### config.mk
export PLATFORM = sky130hd
export DESIGN_NAME = normalize_pipe
export DESIGN_NICKNAME = d
export VERILOG_FILES = /design/src/rtl/normalize_pipe.sv
export SDC_FILE = /design/constraint.sdc
export NUM_CORES = 1
export LEC_CHECK = 0
export ABC_CLOCK_PERIOD_IN_PS = 5650
export CAP_MARGIN = 10
export CORE_MARGIN = 2
export CORE_UTILIZATION = 45
export DETAILED_ROUTE_END_ITERATION = 10
export PLACE_DENSITY = 0.67
export SYNTH_ARGS = -nofsm -noshare
export SYNTH_HDL_FRONTEND = slang
export SYNTH_SLANG_ARGS = --single-unit
### constraint.sdc
create_clock -name clk -period 5.65 [get_ports clk]
set_input_delay 0.8475 -clock clk [delete_from_list [all_inputs] [get_ports clk]]
set_output_delay 0.8475 -clock clk [all_outputs]
set_load 0.02 [all_outputs]
### src/rtl/normalize_pipe.sv
// rtl/normalize_pipe.sv - two-stage leading-one normaliser, round-to-nearest-even and IEEE-style packer
// Stage S1 finds the leading one and left-justifies the product; S2 rounds, saturates and packs.
module normalize_pipe #(
    parameter int EXP_W  = 8,
    parameter int MAN_W  = 23,
    parameter int PROD_W = 2*MAN_W+2
) (
    input  logic                   clk,
    input  logic                   rst,
    input  logic                   in_valid,
    output logic                   in_ready,
    input  logic                   in_sign,
    input  logic [EXP_W+1:0]       in_exp,
    input  logic [PROD_W-1:0]      in_man,
    output logic                   out_valid,
    input  logic                   out_ready,
    output logic [EXP_W+MAN_W:0]   out_word,
    output logic                   out_ovf,
    output logic                   out_unf
);

    localparam int EW = EXP_W + 2;
    localparam int KW = $clog2(PROD_W);
    localparam logic signed [EW-1:0] EXP_MAX = EW'((1 << EXP_W) - 1);

    logic                   s1_valid_q;
    logic                   s1_sign_q;
    logic                   s1_zero_q;
    logic signed [EW-1:0]   s1_exp_q;
    logic [PROD_W-2:0]      s1_man_q;

    logic                   s2_valid_q;
    logic [EXP_W+MAN_W:0]   s2_word_q;
    logic                   s2_ovf_q;
    logic                   s2_unf_q;

    logic s1_adv;
    logic s2_adv;

    assign s2_adv    = !s2_valid_q || out_ready;
    assign s1_adv    = !s1_valid_q || s2_adv;
    assign in_ready  = s1_adv;
    assign out_valid = s2_valid_q;
    assign out_word  = s2_word_q;
    assign out_ovf   = s2_ovf_q;
    assign out_unf   = s2_unf_q;

    logic [KW-1:0]          lead_d;
    logic signed [EW-1:0]   s1_exp_d;
    logic [PROD_W-2:0]      s1_man_d;
    logic                   s1_zero_d;

    always_comb begin
        lead_d = '0;
        for (int i = 0; i < PROD_W; i++) begin
            if (in_man[i]) lead_d = KW'(i);
        end
    end

    // The hidden bit always lands at PROD_W-1, so only the bits below it are kept.
    assign s1_exp_d  = in_exp + EW'(lead_d) - EW'(PROD_W - 2);
    assign s1_man_d  = (PROD_W-1)'(in_man << (KW'(PROD_W - 1) - lead_d));
    assign s1_zero_d = ~|in_man;

    logic [MAN_W-1:0]       frac;
    logic                   guard;
    logic                   sticky;
    logic                   round_up;
    logic                   carry;
    logic [MAN_W-1:0]       frac_r;
    logic signed [EW-1:0]   exp_r;
    logic [EXP_W+MAN_W:0]   s2_word_d;
    logic                   s2_ovf_d;
    logic                   s2_unf_d;

    assign frac     = s1_man_q[PROD_W-2 -: MAN_W];
    assign guard    = s1_man_q[PROD_W-2-MAN_W];
    assign sticky   = |s1_man_q[PROD_W-3-MAN_W:0];
    assign round_up = guard && (sticky || frac[0]);
    assign {carry, frac_r} = {1'b0, frac} + {{MAN_W{1'b0}}, round_up};
    assign exp_r    = s1_exp_q + EW'(carry);

    always_comb begin
        s2_word_d = {s1_sign_q, exp_r[EXP_W-1:0], frac_r};
        s2_ovf_d  = 1'b0;
        s2_unf_d  = 1'b0;
        if (s1_zero_q) begin
            s2_word_d = {s1_sign_q, {(EXP_W+MAN_W){1'b0}}};
        end else if (exp_r >= EXP_MAX) begin
            s2_word_d = {s1_sign_q, {EXP_W{1'b1}}, {MAN_W{1'b0}}};
            s2_ovf_d  = 1'b1;
        end else if (exp_r <= 0) begin
            s2_word_d = {s1_sign_q, {(EXP_W+MAN_W){1'b0}}};
            s2_unf_d  = 1'b1;
        end
    end

    always_ff @(posedge clk) begin
        if (rst) begin
            s1_valid_q <= 1'b0;
            s1_sign_q  <= 1'b0;
            s1_zero_q  <= 1'b0;
            s1_exp_q   <= '0;
            s1_man_q   <= '0;
            s2_valid_q <= 1'b0;
            s2_word_q  <= '0;
            s2_ovf_q   <= 1'b0;
            s2_unf_q   <= 1'b0;
        end else begin
            if (s1_adv) begin
                s1_valid_q <= in_valid;
                if (in_valid) begin
                    s1_sign_q <= in_sign;
                    s1_zero_q <= s1_zero_d;
                    s1_exp_q  <= s1_exp_d;
                    s1_man_q  <= s1_man_d;
                end
            end
            // Output registers only load on a real item, so a stalled word holds.
            if (s2_adv) begin
                s2_valid_q <= s1_valid_q;
                if (s1_valid_q) begin
                    s2_word_q <= s2_word_d;
                    s2_ovf_q  <= s2_ovf_d;
                    s2_unf_q  <= s2_unf_d;
                end
            end
        end
    end

endmodule

-- Yosys cells after proc, flatten, opt, wreduce, memory -nomap -nowiden
Cells that the tools add are included.
- add/subtract/negate cells: 5
- $mul: 0
- divide/modulo/power cells: 0
- order comparisons: 2
- equal/unequal tests: 0
- shift operators: 1
- muxes and demuxes: 55
- bitwise gates (word level): 0
- reductions and logical operators: 11
- operator list (cell ; number):
    2-to-1 mux 6 bit ; 46
    2-to-1 mux 31 bit ; 3
    OR reduction 48 bit ; 1
    left shift 48 x 6 -> 47 bit ; 1
    adder 23 x 1 -> 24 bit ; 1
    OR reduction 23 bit ; 1
    adder 10 x 1 -> 10 bit ; 1
    adder 10 x 6 -> 10 bit ; 1
    greater-or-equal comparator 10 x 9 -> 1 bit (second input constant) ; 1
    less-or-equal comparator 10 x 1 -> 1 bit (second input constant) ; 1
    subtractor 10 x 6 -> 10 bit (second input constant) ; 1
    2-to-1 mux 1 bit ; 6
    subtractor 6 bit (first input constant) ; 1
    AND reduction 2 bit ; 2
    logical NOT 1 bit ; 3
    logical OR 1 bit ; 3
    logical AND 1 bit ; 1
- register bits: 95
- latch bits: 0
- memory bits (writable): 0
- ROM bits: 0
- input port bits: 63
- output and inout port bits: 36
- logic and storage cells: 83
- memories: 0

-- Logic depth before layout (Yosys ltp)
- depth in word-level cells: 49
- gate-level depth with buffers: 25

-- Least setup slack after synthesis
OpenSTA, ideal clock, no wires.
- path kind: in2reg
- start: in in_man[26]
- end: reg s1_exp_q[9]
- library setup time: 0.071 ns
- arrival: 4.569 ns
- required time: 5.579 ns
- setup slack: 1.010 ns
- stages on the path: 24
- buffers on the path: 4
- cell sequence: or2_2 a221oi_1 o21ai_0 a21o_1 buf_2 inv_1 buf_2 buf_2 buf_2 ha_1 inv_1 ha_1 inv_1 fa_1 nor2b_1 o21ai_0 a21boi_0 o21ai_0 nand2b_1 a21o_1 a21oi_1 xnor2_1 nand2_1 a21oi_1
- word-level cells in the longest chain between the ends: 24
- ends and longest elaborated chain (item ; RTL line ; source):
    start, declared ; 14 ; input logic [PROD_W-1:0] in_man,
    2-to-1 mux 6 bit (22 in a row) ; 56 ; if (in_man[i]) lead_d = KW'(i);
    adder 10 x 6 -> 10 bit ; 61 ; assign s1_exp_d = in_exp + EW'(lead_d) - EW'(PROD_W - 2);
    subtractor 10 x 6 -> 10 bit ; 61 ;
    end signal, assigned ; 115 ; s1_exp_q <= s1_exp_d;
    end, declared ; 29 ; logic signed [EW-1:0] s1_exp_q;
Every way passes these cells.
A chain may end at the register's enable or synchronous reset.

-- Final worst setup path
- start: in in_man[9]
- end: reg s1_exp_q[9]
- word-level cells in the longest chain between the ends: 41
- ends and longest elaborated chain (item ; RTL line):
    2-to-1 mux 6 bit (39 in a row) ; 56
    adder 10 x 6 -> 10 bit ; 61
    subtractor 10 x 6 -> 10 bit ; 61
Every way passes these cells.

==> results_dict.tcl <==
set metrics [dict create \
    cts.repair.resized 0 \
    design.portCount 99 \
    cts_buffer_depth 2 \
    synth-edff-count 0 \
    synth_area_per_cell_um2 7.625 \
    final_design_area_no_fill_um2 9400 \
    startpoint_type "input port" \
    ys.flop_type "dfxtp_1" \
    most_repeated_cell_in_the_gate_level_netlist_after_synthesis "nor2_1" \
    post_drt_via_cell_ratio 6.450 \
    port-buffer-count 98 \
    rsz0062_at_grt "no" \
    die_width_um 137.3 \
    p_per_area_nw_per_um2 209.5 \
    placeableCoreArea_um2 17360 \
    synth.distinct_cells 80 \
    critical_path_required_ps 5920 \
    die-area_um2 18840 \
    max_slew_vio_count 0 \
    count_of_buffers_added_by_post_cts_timing_repair_for_setup 0 \
    min-delay-start "s1_man_q[14]" \
    fraction_of_final_layout_cells_sized_beyond_drive_strength_1_pct 7.796 \
    tritoncts_clock_tree "done" \
    run_status "completed" \
    worstSetupPathType "input port to register" \
    hold_buffers 0 \
    place.detailed.hpwl_um 21530 \
    grt_overflow_total 0 \
    clock_insertion_delay_worst_skew_ps 340 \
    core.rowCount 48 \
    detail_route.drc_violations 0 \
    fmax_mhz 214.3 \
    leakage_power_summed_over_all_cells_nw 3.619 \
    mappedNetlistArea_um2 7991 \
    hold_class "register to register" \
    max-cap-violations 0 \
    worst-endpoint-arrival_ps 4940 \
    vdd.ir_drop.worst_mv 0.1752 \
    grt_antenna_before_repair 0 \
    crit_path_end_kind "register" \
    synth_top_cells_by_area "dfxtp_1 (24%), mux2i_1 (7.4%), nor2_1 (7.3%), nand2_1 (4.7%), a21oi_1 (3.9%)" \
    route.vias.total 8649 \
    flow.area_growth_from_synthesis_pct 17.63 \
    ant_nets 0 \
    grt_max_degree 57 \
    final_replace_weighted_congestion 1.037 \
    global_route_wire_length_before_repair_um 44250 \
    min_period_ps 4666 \
    post-route-period-util_pct 82.58 \
    nFillCells 1719 \
    whs_ps 452.9 \
    setup_ws_ps 984.4 \
    initial_core_util_pct 46.04 \
    fin_nets 1192 \
    h-tree-depth 3 \
    synthesis.yosys.warnings 0 \
    post_synthesis_async_set_or_reset_flop_share_pct 0 \
    max_slew_margin_pct 36.82 \
    area_share_of_the_largest_cell_type_after_synthesis_pct 23.80 \
    synth_seq_area_share_pct 23.80 \
    number_of_drc_markers_in_iteration_0 1035 \
    post_synth_inst_count 1048 \
    report.final.setup_viol 0 \
    regToRegSetupSlack_ps 1340 \
    tritoncts_num_sinks 95 \
    synth_top_area_cell "dfxtp_1" \
    n_antenna_cell 0 \
    pre_cts_slack_ps 678.9 \
    skew_ps 9.332 \
    synth.cells.most_frequent "nor2_1 (155), nand2_1 (99), dfxtp_1 (95), a21oi_1 (63), mux2i_1 (59)" \
    first_pass_iters 5 \
    stdcell_count 1341 \
    dp.cells 1325 \
    path_clk_slew_ps 70 \
    critical_path.reg2reg.endpoint "out_word[18]" \
    finalSetupTns_ps 0 \
    cts_inserted_buffers 9 \
    synth-seq-cells 95 \
    floorplan.die.height_um 137.3 \
    first_global_vias 7897 \
    wl_per_cell_um 21.01 \
    worst_pin_slew_ps 921.3 \
    worst-path-max-fanout 7 \
    track_usage_pct 30.28 \
    clock_tree.root_cell "clkbuf_16" \
    wl_um 28170 \
    timing.hold.worst_endpoint "s1_man_q[14]" \
    synth.net_count 1129 \
    rr_startpoint "s1_man_q[26]" \
    post_dp_cell_area_um2 9115 \
    min_delay_path_depth 2 \
    total_count_of_hold_check_failures_in_the_final_report 0 \
    rr_worst_depth 18 \
]
-- layout make-up --
cell class | instances | area [um2] | area share, %
multi-input combinational | 845 | 5619 | 59.78
inverter | 35 | 133.9 | 1.424
timing repair buffer | 125 | 1179 | 12.54
clock buffer | 12 | 256.5 | 2.729
sequential | 95 | 1902 | 20.23
tap | 225 | 281.5 | 2.995
clock inverter | 4 | 28.78 | 0.3061
-- per-layer routing --
| metal | global-route usage [%] | up-vias | share of wire [%] |
|---|---|---|---|
| li1 | - | 4065 | - |
| met1 | 42.80 | 4013 | 45 |
| met2 | 44.25 | 474 | 43 |
| met3 | 3.274 | 97 | 7.3 |
| met4 | 17.87 | 0 | 5.7 |
| met5 | 0 | - | 0 |
-- kinds of logic (layout without fill, tap and decap cells) --
logic type	after synthesis	in the layout	synth area share (%)
AND/OR/NAND/NOR	388	388	21.76
buffers and inverters	108	176	6.028
XOR/XNOR	36	36	3.945
adder cells (fa/ha/maj)	18	18	2.912
multiplexers	81	81	11.71
flip-flops	95	95	23.80
AO/OA/AOI/OAI	322	322	29.84
-- through the flow --
| step | util, % | power [W] |
|---|---|---|
| 3_5_place_dp | 52.52 | 0.001377 |
| 4_1_cts | 54.16 | 0.001963 |
| 5_1_grt | 54.16 | 0.002055 |
| 6_report | 54.16 | 0.001969 |
| 3_3_place_gp | 52.52 | 0.001374 |
| 2_1_floorplan | - | 0.001159 |
-- placed cells by master (no fill, tap or decap), types with 10 or more instances in the layout --
cell / instances
a211o_1: 12
a211oi_1: 34
a21oi_1: 62
a221oi_1: 20
a22oi_1: 36
a31oi_1: 10
and3_1: 13
buf_4: 27
clkdlybuf4s50_1: 97
dfxtp_1: 95
ha_1: 17
inv_1: 32
mux2_2: 10
mux2i_1: 59
nand2_1: 99
nand3_1: 32
nor2_1: 155
nor2b_1: 10
nor3_1: 29
nor4_1: 13
o211ai_1: 13
o21ai_0: 24
o22ai_1: 14
xnor2_1: 23
xor2_1: 13
-- power breakdown --
group	total (W)	switching, W	internal [W]
Clock	0.000587	0.000263	0.000324
Sequential	0.000760	0.0000435	0.000716
Combinational	0.000622	0.000372	0.000250
Total	0.00197	0.000679	0.00129
-- critical path, stage by stage --
cell             delay (ps)
clkdlybuf4s50_1         530
or4_1                   570
or4_1                   450
a21oi_1                 170
o21a_1                  140
inv_1                    70
ha_1                    280
ha_1                    330
nor2b_1                 150
o21ai_0                 230
a21boi_0                160
o21ai_0                 180
nand2b_1                110
a21o_1                  190
a21oi_1                 170
xnor2_1                 130
nand2_1                  60
a21oi_1                 160
-- state kept, by name (all words and copies together) (netlist names) --
| register | cells |
|---|---|
| s1_exp_q | 10 |
| out_word | 32 |
| s1_valid_q | 1 |
| out_unf | 1 |
| s1_man_q | 47 |
| s1_zero_q | 1 |
| out_valid | 1 |
| out_ovf | 1 |
| s1_sign_q | 1 |
-- worst max-delay path by stage --
| stage | endpoint | from | slack (ps) |
|---|---|---|---|
| 6_report | s1_exp_q[9] | in_man[9] | 980 |
| 5_1_grt | s1_exp_q[9] | in_man[8] | 610 |
| 4_1_cts | s1_exp_q[9] | in_man[8] | 1010 |
| 3_5_place_dp | s1_exp_q[9] | in_man[8] | 680 |
| 3_3_place_gp | s1_exp_q[9] | in_man[8] | 790 |
| 2_1_floorplan | s1_exp_q[9] | in_man[26] | 1010 |
Power figures use the tool's default switching activity.
